[src/rtl/inst_mem_loader.sv]
// Instruction-memory loader: assembles a length-prefixed little-endian byte image
// into 32-bit words, writes them to inst_mem and releases the CPU once the checksum matches.
module inst_mem_loader #(
    parameter logic [31:0] BASE_ADDR = 32'h0000_0000,
    parameter int          MAX_WORDS = 256,
    parameter int          CNT_WIDTH = 9
) (
    input  logic                 clk,
    input  logic                 reset,
    input  logic [7:0]           rx_data,
    input  logic                 rx_valid,
    output logic                 rx_ready,
    output logic                 mem_we,
    output logic [31:0]          mem_addr,
    output logic [31:0]          mem_wdata,
    output logic                 cpu_reset,
    output logic                 load_done,
    output logic                 load_error,
    output logic [CNT_WIDTH-1:0] word_count
);

    typedef enum logic [2:0] {
        ST_IDLE = 3'd0,
        ST_LEN  = 3'd1,
        ST_DATA = 3'd2,
        ST_CHK  = 3'd3,
        ST_DONE = 3'd4,
        ST_ERR  = 3'd5
    } state_t;

    localparam logic [31:0] MAX_LEN = 32'(MAX_WORDS);

    function automatic logic [7:0] checksum_update(input logic [7:0] sum, input logic [7:0] b);
        return sum ^ b;
    endfunction

    state_t                 state_r;
    state_t                 state_s;
    logic [1:0]             byte_idx_r;
    logic [31:0]            len_r;
    logic [23:0]            asm_r;
    logic [7:0]             checksum_r;
    logic                   rx_ready_r;
    logic                   mem_we_r;
    logic [31:0]            mem_addr_r;
    logic [31:0]            mem_wdata_r;
    logic                   cpu_reset_r;
    logic                   load_done_r;
    logic                   load_error_r;
    logic [CNT_WIDTH-1:0]   word_count_r;

    logic                   accept_s;
    logic                   word_end_s;
    logic                   last_word_s;
    logic [31:0]            len_full_s;
    logic [31:0]            next_addr_s;

    assign accept_s    = rx_valid && rx_ready_r;
    assign word_end_s  = accept_s && (byte_idx_r == 2'd3);
    // Length arrives LSB first, so the 4th byte completes the top of the shift register.
    assign len_full_s  = {rx_data, len_r[31:8]};
    assign last_word_s = (({{(32-CNT_WIDTH){1'b0}}, word_count_r} + 32'd1) == len_r);
    assign next_addr_s = BASE_ADDR + {{(30-CNT_WIDTH){1'b0}}, word_count_r, 2'b00};

    // Next-state decode for the load sequence.
    always_comb begin
        state_s = state_r;
        case (state_r)
            ST_IDLE: begin
                state_s = ST_LEN;
            end
            ST_LEN: begin
                if (word_end_s) begin
                    if ((len_full_s == 32'd0) || (len_full_s > MAX_LEN)) begin
                        state_s = ST_ERR;
                    end else begin
                        state_s = ST_DATA;
                    end
                end else begin
                    state_s = ST_LEN;
                end
            end
            ST_DATA: begin
                if (word_end_s && last_word_s) begin
                    state_s = ST_CHK;
                end else begin
                    state_s = ST_DATA;
                end
            end
            ST_CHK: begin
                if (accept_s) begin
                    if (rx_data == checksum_r) begin
                        state_s = ST_DONE;
                    end else begin
                        state_s = ST_ERR;
                    end
                end else begin
                    state_s = ST_CHK;
                end
            end
            ST_DONE: begin
                state_s = ST_DONE;
            end
            ST_ERR: begin
                state_s = ST_ERR;
            end
            default: begin
                state_s = ST_IDLE;
            end
        endcase
    end

    // State register.
    always_ff @(posedge clk) begin
        if (reset) begin
            state_r <= ST_IDLE;
        end else begin
            state_r <= state_s;
        end
    end

    // Byte counter, length capture, word assembler and data checksum.
    always_ff @(posedge clk) begin
        if (reset) begin
            byte_idx_r <= 2'd0;
            len_r      <= 32'd0;
            asm_r      <= 24'd0;
            checksum_r <= 8'd0;
        end else begin
            if (accept_s) begin
                byte_idx_r <= byte_idx_r + 2'd1;
            end else begin
                byte_idx_r <= byte_idx_r;
            end
            if (accept_s && (state_r == ST_LEN)) begin
                len_r <= len_full_s;
            end else begin
                len_r <= len_r;
            end
            if (accept_s && (state_r == ST_DATA)) begin
                asm_r      <= {rx_data, asm_r[23:8]};
                checksum_r <= checksum_update(checksum_r, rx_data);
            end else begin
                asm_r      <= asm_r;
                checksum_r <= checksum_r;
            end
        end
    end

    // Write port: one pulse the cycle after a word's 4th byte; address/data hold otherwise.
    always_ff @(posedge clk) begin
        if (reset) begin
            mem_we_r     <= 1'b0;
            mem_addr_r   <= BASE_ADDR;
            mem_wdata_r  <= 32'd0;
            word_count_r <= {CNT_WIDTH{1'b0}};
        end else begin
            if (word_end_s && (state_r == ST_DATA)) begin
                mem_we_r     <= 1'b1;
                mem_addr_r   <= next_addr_s;
                mem_wdata_r  <= {rx_data, asm_r};
                word_count_r <= word_count_r + {{(CNT_WIDTH-1){1'b0}}, 1'b1};
            end else begin
                mem_we_r     <= 1'b0;
                mem_addr_r   <= mem_addr_r;
                mem_wdata_r  <= mem_wdata_r;
                word_count_r <= word_count_r;
            end
        end
    end

    // Registered decodes of the upcoming state for handshake and status outputs.
    always_ff @(posedge clk) begin
        if (reset) begin
            rx_ready_r   <= 1'b0;
            cpu_reset_r  <= 1'b1;
            load_done_r  <= 1'b0;
            load_error_r <= 1'b0;
        end else begin
            rx_ready_r   <= (state_s == ST_LEN) || (state_s == ST_DATA) || (state_s == ST_CHK);
            cpu_reset_r  <= (state_s != ST_DONE);
            load_done_r  <= (state_s == ST_DONE);
            load_error_r <= (state_s == ST_ERR);
        end
    end

    assign rx_ready   = rx_ready_r;
    assign mem_we     = mem_we_r;
    assign mem_addr   = mem_addr_r;
    assign mem_wdata  = mem_wdata_r;
    assign cpu_reset  = cpu_reset_r;
    assign load_done  = load_done_r;
    assign load_error = load_error_r;
    assign word_count = word_count_r;

endmodule

[config.mk]
export PLATFORM = sky130hd
export DESIGN_NAME = inst_mem_loader
export DESIGN_NICKNAME = d
export VERILOG_FILES = /design/src/rtl/inst_mem_loader.sv
export SDC_FILE = /design/constraint.sdc
export NUM_CORES = 1
export LEC_CHECK = 0
export ABC_CLOCK_PERIOD_IN_PS = 2800
export CAP_MARGIN = 15
export CORE_MARGIN = 5
export CORE_UTILIZATION = 25
export DETAILED_ROUTE_END_ITERATION = 8
export GPL_TIMING_DRIVEN = 0
export PLACE_DENSITY_LB_ADDON = 0.08
export RECOVER_POWER = 25
export SLEW_MARGIN = 20
export SYNTH_ARGS = -nofsm -noshare
export SYNTH_HDL_FRONTEND = slang
export SYNTH_SLANG_ARGS = --single-unit
[constraint.sdc]
create_clock -name clk -period 2.8 [get_ports clk]
set_input_delay 0.56 -clock clk [delete_from_list [all_inputs] [get_ports clk]]
set_output_delay 0.56 -clock clk [all_outputs]
set_load 0.05 [all_outputs]
== Yosys cells after proc, flatten, opt, wreduce, memory -nomap -nowiden ==
Cells that the tools add are included.

* Register bits after elaboration: 124
* Input port bits: 11

* Magnitude comparators: 1
* $add $sub $neg: 3
* Bitwise logic cells: 1
* Reductions and logical operators: 11
* Mux-type cells: 7
* Equality and inequality tests: 14

{| class="wikitable"
|+ Operators by type and width
! operator !! number
|-
| 10-bit by 32-bit == test with 1-bit output || 1
|-
| 32-bit by 9-bit > comparator with 1-bit output (second input constant) || 1
|-
| 32-bit logical NOT || 1
|-
| 3-bit one-hot mux with 6 select lines || 1
|-
| 3-bit by 2-bit == test with 1-bit output (second input constant) || 4
|-
| 3-bit == test (second input constant) || 4
|-
| 9-bit by 1-bit adder with 10-bit output (second input constant) || 1
|-
| 9-bit by 1-bit adder with 9-bit output (second input constant) || 1
|-
| 3-bit two-way mux || 3
|-
| 8-bit == test || 1
|-
| 8-bit bitwise XOR || 1
|-
| 3-bit by 1-bit == test with 1-bit output (second input constant) || 2
|-
| 1-bit logical AND || 6
|-
| 3-bit logical NOT || 1
|-
| 1-bit logical OR || 3
|-
| 1-bit two-way mux || 3
|-
| 3-bit != test (second input constant) || 1
|-
| 2-bit by 1-bit adder with 2-bit output (second input constant) || 1
|-
| 2-bit == test (second input constant) || 1
|}

== Depth between registers and ports, before layout ==
* Word-level depth: 8
* Gate-level depth with buffers: 8
* Depth with buffers taken out: 7

== Worst setup path before layout ==
Ideal clock, no wire load.

* Path type: register -> register
* Start point: reg word_count_r[0], in the netlist word_count[0]
* End point: reg load_done_r, in the netlist load_done
* Buffers on the path: 0
* Library setup time: 115 ps
* Period minus slack after synthesis: 2398 ps
* Data required time: 2685 ps
* Setup slack: 402 ps
* Stages on the path, launching flop included: 8
* Arrival: 2284 ps
* Cell sequence: dfxtp_1 ha_1 nand3_1 a311o_1 o22ai_2 a21oi_1 o31a_4 and2_1

* Longest elaborated chain between the ends: 6

{| class="wikitable"
|+ Ends and longest elaborated chain
! what !! RTL line !! text
|-
| from (decl) || 50 || <nowiki>logic [CNT_WIDTH-1:0] word_count_r;</nowiki>
|-
| from (signal assigned) || 156 || <nowiki>word_count_r <= {CNT_WIDTH{1'b0}};</nowiki>
|-
| from (signal assigned) || 162 || <nowiki>word_count_r <= word_count_r + {{(CNT_WIDTH-1){1'b0}}, 1'b1};</nowiki>
|-
| from (signal assigned) || 167 || <nowiki>word_count_r <= word_count_r;</nowiki>
|-
| 9-bit by 1-bit adder with 10-bit output || 62 || <nowiki>assign last_word_s = (({{(32-CNT_WIDTH){1'b0}}, word_count_r} + 32'd1) == len_r);</nowiki>
|-
| 10-bit by 32-bit == test with 1-bit output || 62 ||
|-
| 1-bit logical AND || 84 || <nowiki>if (word_end_s && last_word_s) begin</nowiki>
|-
| 1-bit two-way mux || 84 ||
|-
| 3-bit one-hot mux with 6 select lines || 68 || <nowiki>case (state_r)</nowiki>
|-
| 3-bit == test || 182 || <nowiki>load_done_r <= (state_s == ST_DONE);</nowiki>
|-
| to (signal assigned) || 182 ||
|-
| to (decl) || 48 || <nowiki>logic load_done_r;</nowiki>
|}

No other way between the ends.
A chain may end at the register's enable or synchronous reset.

== Worst setup path in the final report ==
* Start point: in rx_valid
* End point: reg checksum_r[3]

* Longest elaborated chain between the ends: 2

{| class="wikitable"
|+ Ends and longest elaborated chain
! what !! RTL line !! text
|-
| from (decl) || 11 || <nowiki>input logic rx_valid,</nowiki>
|-
| 1-bit logical AND || 58 || <nowiki>assign accept_s = rx_valid && rx_ready_r;</nowiki>
|-
| 1-bit logical AND || 140 || <nowiki>if (accept_s && (state_r == ST_DATA)) begin</nowiki>
|-
| to (signal assigned) || 142 || <nowiki>checksum_r <= checksum_update(checksum_r, rx_data);</nowiki>
|-
| to (signal assigned) || 145 || <nowiki>checksum_r <= checksum_r;</nowiki>
|-
| to (decl) || 42 || <nowiki>logic [7:0] checksum_r;</nowiki>
|}

No other way between the ends.

==> results.md <==
- Outcome: finished clean
- Clock root cell: clkbuf_16
- Post-synth top area share: 0.4858
- Hold path cells: 2
- Register bit total from synthesis: 124
- Final period util: 0.8946
- Reg2Reg Setup Slack: 0.38 ns
- Switching part of the total: 0.2285
- CTS-repair resized insts: 0
- CP Capture Type: flip-flop
- Ys flop type: dfxtp_1
- Final min period: 2.505 ns
- Hold-fix buffers, CTS: 0
- Drt via density: 4.347
- Most frequent cells after synthesis: 211 x nand2_1, 124 x dfxtp_1, 102 x a21oi_1, 34 x clkbuf_1, 32 x nor2_1
- Worst slew pin tran: 0.8071 ns
- First-pass GRT wire length: 23380 µm
- Synth Cell Area: 5110 µm²
- Synth Instances: 644
- Setup ws final: 0.2951 ns
- Worst endpoint data arrival time: 2.79 ns
- Critical Path RT: 3.08 ns
- Area growth, synth to finish: 32.66%
- Num ports: 89
- Max VDD drop: 381.5 µV
- Diode count: 0
- Cell-internal power: 3253 µW
- Total power: 4217 µW
- Synth async-reset ratio: 0
- Die ar.: 23400 µm²
- Worst Clk Skew: 0.009114 ns
- Syn Area/Cell: 7.935 µm²
- Hold Slack: 0.4509 ns
- Final Non-Filler Cells: 1032
- Leak: 0.002434 µW
- Pre-CTS WS: -0.2506 ns
- HP Class: flip-flop to flip-flop
- Fillers: 2171
- Final number of hold-violating endpoints: 0
- GR Overflow Total: 0
- Die height: 153.0 µm
- Detailed Route WL: 14300 µm
- Dpl cells: 1000
- Nets: 762
- Clock Pin Slew Worst Setup and Hold Paths: 0.05 ns
- Setup violators final: 0
- Post-synth EDFFs: 0
- Sequential share of the synthesized area: 0.4858
- Vias in the first global route: 4403
- Top-count cell post-synth: nand2_1
- Seq. cell area: 2482 µm²
- Placement row count: 52
- Vias: 4486
- Synth unique cells: 44
- Clock sink count: 124
- CP startpoint kind: input pin
- H-tree Lvls: 4
- CORE AREA: 20170 µm²
- Iter 0 DRT Violations: 205
- Initial antenna violation count: 0
- Dpl hpwl: 10590 µm
- WS Path Type: input pin to flip-flop
- Die width: 153.0 µm
- Unrepaired setup endpoints after global routing: false
- Reg power frac: 0.422
- Total GRT Usage: 0.1243
- PD cells: 622.0 nW/µm²
- Area of the multi-input gates: 2344 µm²
- Starting density of the core: 0.2533
- Clock Latency Late Sink: 0.42 ns
- Port-buffer cells: 64
- Synth top area cells: dfxtp_1 49%, nand2_1 15%, a21oi_1 10%
- R2r endpoint: mem_wdata[27]
- Max-cap violations: 0
- Cts bufs inserted: 17
- Yosys warns: 0
- Reg2reg path depth: 7
- Final RePlAce weighted congestion: 0.7745
- Final TNS setup: 0 ns
- Hold Path Sink: mem_wdata[14]
- Drt pass-1 iters: 4
- Switching power: 963.4 µW
- TritonCTS clock tree: built
- Largest net degree at the start of global routing: 17
- Final Slew Violations: 0
- Slew HR: 0.4619
- CP Max Fanout: 10
- Cell taking the most area after synthesis: dfxtp_1
- Fmax: 0.3992 GHz
- CTS Buffer Depth: 2
- Avg WL per Cell: 13.86 µm
- Min-delay src: mem_wdata[14]
- Detail Route Antenna Nets: 0
- RR Startpoint: state_r[2]
- # DRC: 0
- Combinational share of power: 0.051
- Post-CTS Setup Bufs: 0
- Clock share of power: 0.527
- Layout cell share with drive strength beyond 1: 0.09186
-- sequential cells by signal, indices dropped and copies added (netlist names) --
register,count
load_done,1
rx_ready,1
state_r,3
checksum_r,8
load_error,1
asm_r,24
cpu_reset,1
len_r,32
byte_idx_r,2
word_count,9
mem_addr,9
mem_wdata,32
mem_we,1
-- metrics by stage --
step | cell area (µm²) | util
after floorplan | 5192 | -
after global placement | 6171 | 0.3060
after detailed placement | 6171 | 0.3060
after CTS | 6778 | 0.3360
after global routing | 6779 | 0.3361
final | 6779 | 0.3361
-- per-layer routing --
metal / vias to the layer above / wire length, µm / global-route usage
met5: - / 0 / 0
met4: 0 / 100 / 0.03734
met3: 8 / 743 / 0.03845
met2: 103 / 6274 / 0.1852
met1: 2078 / 7180 / 0.1730
li1: 2297 / - / -
-- power by group through the flow --
| stage | Sequential, µW | Combinational [µW] | Clock (µW) |
|---|---|---|---|
| CTS | 1780 | 216 | 2270 |
| global placement | 1820 | 215 | 0 |
| floorplan | 1820 | 155 | 0 |
| finish | 1780 | 215 | 2220 |
| global route | 1780 | 232 | 2350 |
| detailed placement | 1820 | 216 | 0 |
-- area by class of cell --
type | count | share of cell area
Multi-Input combinational cell | 474 | 0.3457
Tap cell | 270 | 0.04983
Timing Repair Buffer | 64 | 0.09450
Clock buffer | 22 | 0.07291
Buffer | 68 | 0.05426
Sequential cell | 124 | 0.3662
Clock inverter | 10 | 0.01661
-- logic make-up after synthesis --
group           count (synthesis)  share of synthesized area
compound gates                126                     0.1396
xor+xnor                       34                    0.05828
fa+ha+maj                       2                   0.004896
buf+inv                        68                    0.07174
flops                         124                     0.4858
mux                             2                   0.003918
other cells                     1                  0.0007339
simple gates                  287                     0.2351
-- worst max-delay path, stage by stage --
cell,delay (ns)
clkdlybuf4s50_1,0.58
nand2_1,0.17
nor4b_2,0.56
clkbuf_1,0.48
nand2_1,0.21
xor2_1,0.18
nor2_1,0.05
-- worst max path at each step --
stage / from / cells past startpoint / endpoint / slack [ns]
6_report: rx_valid / 7 / checksum_r[3] / 0.30
4_1_cts: rx_valid / 7 / mem_wdata[30] / 0.18
3_5_place_dp: rx_valid / 7 / mem_wdata[30] / -0.25
5_1_grt: rx_valid / 7 / checksum_r[3] / 0.07
3_3_place_gp: rx_valid / 7 / mem_addr[9] / -0.27
2_1_floorplan: word_count[0] / 7 / load_done / 0.40
-- cell usage in the layout, fill, tap and decap left out, types with 3 or more instances in the layout --
cell	n
o21ai_0	4
clkbuf_16	17
buf_4	23
nand4_1	5
nor3_1	7
clkbuf_8	5
xnor2_1	7
conb_1	23
clkinvlp_4	5
nand2_1	211
xor2_1	27
dfxtp_1	124
buf_6	3
dlygate4sd3_1	25
clkinv_2	3
nor4_1	8
nor2_1	32
clkbuf_1	33
clkdlybuf4s50_1	39
buf_1	6
a21oi_1	102
nand3_1	8
Power figures use the tool's default switching activity.
